## config.mk

```make
export PLATFORM = sky130hd
export DESIGN_NAME = f_pc_select
export DESIGN_NICKNAME = d
export VERILOG_FILES = /design/src/rtl/f_pc_select.sv
export SDC_FILE = /design/constraint.sdc
export NUM_CORES = 1
export LEC_CHECK = 0
export ABC_CLOCK_PERIOD_IN_PS = 4100
export CAP_MARGIN = 20
export CORE_AREA = 2 2 88 90
export DETAILED_ROUTE_END_ITERATION = 8
export DIE_AREA = 0 0 90 92
export GPL_ROUTABILITY_DRIVEN = 0
export PLACE_DENSITY = 0.86
export SYNTH_ARGS = -nofsm -noshare
export SYNTH_HDL_FRONTEND = slang
export SYNTH_SLANG_ARGS = --single-unit
```

## constraint.sdc

```tcl
create_clock -name clk -period 4.1 [get_ports clk]
set_clock_uncertainty 0.1 [all_clocks]
set_input_delay 0.41 -clock clk [delete_from_list [all_inputs] [get_ports clk]]
set_output_delay 0.41 -clock clk [all_outputs]
set_load 0.005 [all_outputs]
```

## src/rtl/f_pc_select.sv

```systemverilog
// f_pc_select: fetch-stage PC selection and next-PC prediction for a Y86-style pipeline.
// Optional feature: define RAS_EN to add a 4-entry circular return-address stack that
// predicts RET targets. The default build has no stack, and every RET in write-back
// redirects fetch.

`ifndef RSTENABLE
`define RSTENABLE 1'b1
`endif
`ifndef NIBBLE
`define NIBBLE 3:0
`endif
`ifndef WORD
`define WORD 31:0
`endif
`ifndef IRMOVL
`define IRMOVL 4'h3
`endif
`ifndef JXX
`define JXX 4'h7
`endif
`ifndef CALL
`define CALL 4'h8
`endif
`ifndef RET
`define RET 4'h9
`endif

module f_pc_select (
  input  logic           clk,
  input  logic           rst,
  input  logic           F_stall_i,
  input  logic [`NIBBLE] f_icode_i,
  input  logic [`WORD]   f_valC_i,
  input  logic [`WORD]   f_valP_i,
  input  logic [`NIBBLE] M_icode_i,
  input  logic           M_Cnd_i,
  input  logic [`WORD]   M_valA_i,
  input  logic [`NIBBLE] W_icode_i,
  input  logic [`WORD]   W_valM_i,
  output logic [`WORD]   f_pc_o,
  output logic [`WORD]   F_predPC_o,
  output logic           f_ret_pred_o
);

  logic [`WORD] predPC_q;
  logic [`WORD] predPC_d;
  logic         corrDue;
  logic         rasHit;
  logic [`WORD] rasTop;

`ifdef RAS_EN
  logic [`WORD] rasMem_q [4];
  logic [1:0]   rasPtr_q;
  logic [1:0]   rasPtr_d;
  logic [2:0]   rasCount_q;
  logic [2:0]   rasCount_d;
  logic [`WORD] ret_pred_q;
  logic [`WORD] ret_pred_d;
  logic         ras_used_q;
  logic         ras_used_d;
  logic         rasPush;

  // The entry below the pointer is the most recent push; a hit requires a live entry and an advancing fetch.
  assign rasTop  = rasMem_q[rasPtr_q - 2'd1];
  assign rasHit  = (f_icode_i == `RET) && (rasCount_q != 3'd0) && !F_stall_i && (rst != `RSTENABLE);
  assign rasPush = (f_icode_i == `CALL) && !F_stall_i;
  // A write-back RET needs a redirect unless its target was predicted from the stack and matches.
  assign corrDue = (W_icode_i == `RET) && (!ras_used_q || (W_valM_i != ret_pred_q));

  // Stack bookkeeping; a correction flushes the stack even when a CALL pushes in the same cycle.
  always_comb begin
    rasPtr_d   = rasPtr_q;
    rasCount_d = rasCount_q;
    ret_pred_d = ret_pred_q;
    ras_used_d = ras_used_q;
    if (!F_stall_i) begin
      if (rasHit) begin
        ret_pred_d = rasTop;
      end
      if (corrDue) begin
        rasCount_d = 3'd0;
        ras_used_d = 1'b0;
      end else if (rasPush) begin
        rasPtr_d   = rasPtr_q + 2'd1;
        rasCount_d = (rasCount_q == 3'd4) ? 3'd4 : rasCount_q + 3'd1;
      end else if (rasHit) begin
        rasPtr_d   = rasPtr_q - 2'd1;
        rasCount_d = rasCount_q - 3'd1;
        ras_used_d = 1'b1;
      end
    end
  end

  // Stack control registers; reset empties the stack and forgets any outstanding prediction.
  always_ff @(posedge clk) begin
    if (rst == `RSTENABLE) begin
      rasPtr_q   <= 2'd0;
      rasCount_q <= 3'd0;
      ret_pred_q <= '0;
      ras_used_q <= 1'b0;
    end else begin
      rasPtr_q   <= rasPtr_d;
      rasCount_q <= rasCount_d;
      ret_pred_q <= ret_pred_d;
      ras_used_q <= ras_used_d;
    end
  end

  // Stack storage needs no reset; a full push wraps onto the oldest entry.
  always_ff @(posedge clk) begin
    if ((rst != `RSTENABLE) && rasPush && !corrDue) begin
      rasMem_q[rasPtr_q] <= f_valP_i;
    end
  end

  assign f_ret_pred_o = rasHit;
`else
  assign rasTop       = '0;
  assign rasHit       = 1'b0;
  assign corrDue      = (W_icode_i == `RET);
  assign f_ret_pred_o = 1'b0;
`endif

  // Fetch PC: a mispredicted branch outranks a RET redirect, which outranks the prediction.
  always_comb begin
    f_pc_o = predPC_q;
    if ((M_icode_i == `JXX) && !M_Cnd_i) begin
      f_pc_o = M_valA_i;
    end else if (corrDue) begin
      f_pc_o = W_valM_i;
    end
  end

  // Next prediction: taken-branch/call targets, stack top for predicted RETs, else fall-through.
  always_comb begin
    predPC_d = f_valP_i;
    if ((f_icode_i == `JXX) || (f_icode_i == `CALL)) begin
      predPC_d = f_valC_i;
    end else if (rasHit) begin
      predPC_d = rasTop;
    end
  end

  // Predicted-PC register; reset outranks the stall.
  always_ff @(posedge clk) begin
    if (rst == `RSTENABLE) begin
      predPC_q <= '0;
    end else if (!F_stall_i) begin
      predPC_q <= predPC_d;
    end
  end

  assign F_predPC_o = predPC_q;

endmodule

```

==> results.json <==
{
  "status": "finished, final reports clean",
  "max_slew_margin": 0.342,
  "avgRoutedWirePerCell_um": 17.9,
  "path_clk_slew_ns": 0.06,
  "fin_crit_ns": 3.25,
  "initial_utilization": 0.344,
  "worstSetupEndpointType": "output pin",
  "critPathLaunchType": "primary input",
  "viasPerCell": 5.34,
  "worst_ir_drop_vdd_mv": 0.130,
  "port_buffers": 207,
  "cap_violations": 0,
  "dp_hpwl_um": 7420,
  "dieArea_um2": 8280,
  "grt_max_degree": 97,
  "final_util": 0.641,
  "n_antenna_cell": 0,
  "antenna_found_initial": 0,
  "synth_nets": 412,
  "nFillCells": 642,
  "cp_max_fo": 32,
  "ys_seq_elements": 32,
  "worst_pin_slew_ns": 0.987,
  "cts_buffer_depth": 2,
  "ant_nets": 0,
  "multiInputGateArea_um2": 1650,
  "synth_warnings": 0,
  "postCtsSetupRepairBufs": 0,
  "report.final.slew_viol_count": 0,
  "synth.distinct_cells": 21,
  "synth_area_leader_cell": "dfxtp_1",
  "hold_viol_final": 0,
  "dr.pass1.iters": 4,
  "vias": 2977,
  "grt_pass1_vias": 3055,
  "setup_viol": 0,
  "synth_top_area_frac": 0.250,
  "power.density_nw_per_um2": 214,
  "crit_required_ns": 3.59,
  "cts-root-buf": "clkbuf_8",
  "fmax_mhz": 308,
  "clock-sinks": 32,
  "clk_latency_ns": 0.27,
  "synthCells": 268,
  "drc": 0,
  "finalWirelength_um": 9970,
  "cts_tree": "yes",
  "row_count": 32,
  "avgSynthCellArea_um2": 9.56,
  "syn_area_um2": 2560,
  "syn2layout_area_growth_pct": 86.2,
  "hp-class": "reg -> reg",
  "die_x_um": 90,
  "synthTopCellsByArea": "dfxtp_1, mux2_2, nor4_1",
  "nets": 599,
  "p_leak_nw": 1.69,
  "core_area_um2": 7450,
  "tns_ns": 0,
  "regArea_um2": 641,
  "rsz0062_at_grt": "false",
  "grtUsageTotal": 0.234,
  "worstSetupPathType": "in -> out",
  "cp.arrival_ns": 2.74,
  "ctsHoldBuffers": 0,
  "grt_pass1_wl_um": 15800,
  "post-route-period-util": 0.792,
  "synth-seq-area-share": 0.250,
  "io_pins": 209,
  "h-tree-depth": 2,
  "grt-ovfl-total": 0,
  "largest_register_ff_count": 32,
  "cts_buffers": 5,
  "die_h_um": 92,
  "post_route_cells_drive_above_1_share": 0.204,
  "drt-initial-drc-count": 79,
  "postCtsResizedCells": 0
}
==> cell usage after synthesis <==
| cell type | n |
|---|---|
| a211oi_2 | 10 |
| nor4_1 | 32 |
| or4b_1 | 1 |
| buf_4 | 1 |
| buf_2 | 12 |
| and4b_1 | 1 |
| nor4b_2 | 1 |
| a2111oi_0 | 22 |
| a211oi_1 | 22 |
| a2111oi_2 | 10 |
| clkbuf_1 | 19 |
| mux2_2 | 54 |
| inv_1 | 32 |
| buf_1 | 1 |
| nor4bb_1 | 2 |
| mux2_1 | 10 |
| nand4b_1 | 1 |
| buf_6 | 3 |
| dfxtp_1 | 32 |
| conb_1 | 1 |
| nand2_1 | 1 |
==> worst max-delay path, cell delays in order <==
cell and delay, ns:
clkdlybuf4s50_1 0.45, nor4bb_4 0.29, buf_4 0.45, mux2_2 0.41
mux2_2 0.26, clkdlybuf4s50_1 0.44
==> cells by family after synthesis <==
group / share of synthesized area
buf+inv: 0.116
mux: 0.281
flops: 0.250
compound gates: 0.247
other cells: 0.00146
simple gates: 0.104
==> per-stage QoR <==
step	std cells	hold slack, ns	power (mW)	worst slack (ns)	area, µm²
detailed placement	550	0.382	0.764	0.872	4670
finish	557	0.388	1.02	0.854	4770
global route	557	0.417	1.07	0.787	4770
floorplan	268	0.371	0.495	1.92	2560
CTS	557	0.392	1.03	0.875	4770
global placement	550	0.375	0.751	0.924	4670
==> path summary, 6_finish.rpt <==
path,start,to,slack (ns),cells after the start
max reg2reg,F_predPC_o[13],F_predPC_o[13],3.03,2
min reg2reg,F_predPC_o[8],F_predPC_o[8],0.39,2
min,F_predPC_o[8],F_predPC_o[8],0.39,2
max,W_icode_i[1],f_pc_o[9],0.85,6
==> report_power, final <==
| part | internal [mW] | switching [mW] | total, mW | leakage, nW |
|---|---|---|---|---|
| Clock | 0.150 | 0.115 | 0.264 | 0.0503 |
| Combinational | 0.279 | 0.121 | 0.400 | 1.37 |
| Sequential | 0.336 | 0.0204 | 0.356 | 0.266 |
| Total | 0.764 | 0.256 | 1.02 | 1.69 |
==> cells in the final DEF (no fill, tap or decap), drive strengths merged <==
cell type	count
clkbuf	7
a211oi	32
clkdlybuf4s50	206
a2111oi	32
buf	10
dfxtp	32
nor4b	1
or4b	1
conb	1
nand4b	1
mux2	64
nor4	32
nand2	1
and4b	1
nor4bb	2
inv	32
==> layout make-up <==
type,count,share of cell area
Multi-Input combinational cell,168,0.346
Inverter,32,0.0252
Clock buffer,7,0.0202
Tap cell,102,0.0268
Timing Repair Buffer,216,0.448
Sequential cell,32,0.134
==> metal layers <==
metal  global-route usage  part of all wire
met1                0.257              0.39
met2                0.451              0.53
met4               0.0654             0.018
met3               0.0526             0.062
met5                    0                 0
(Power assumes the default switching activity.)
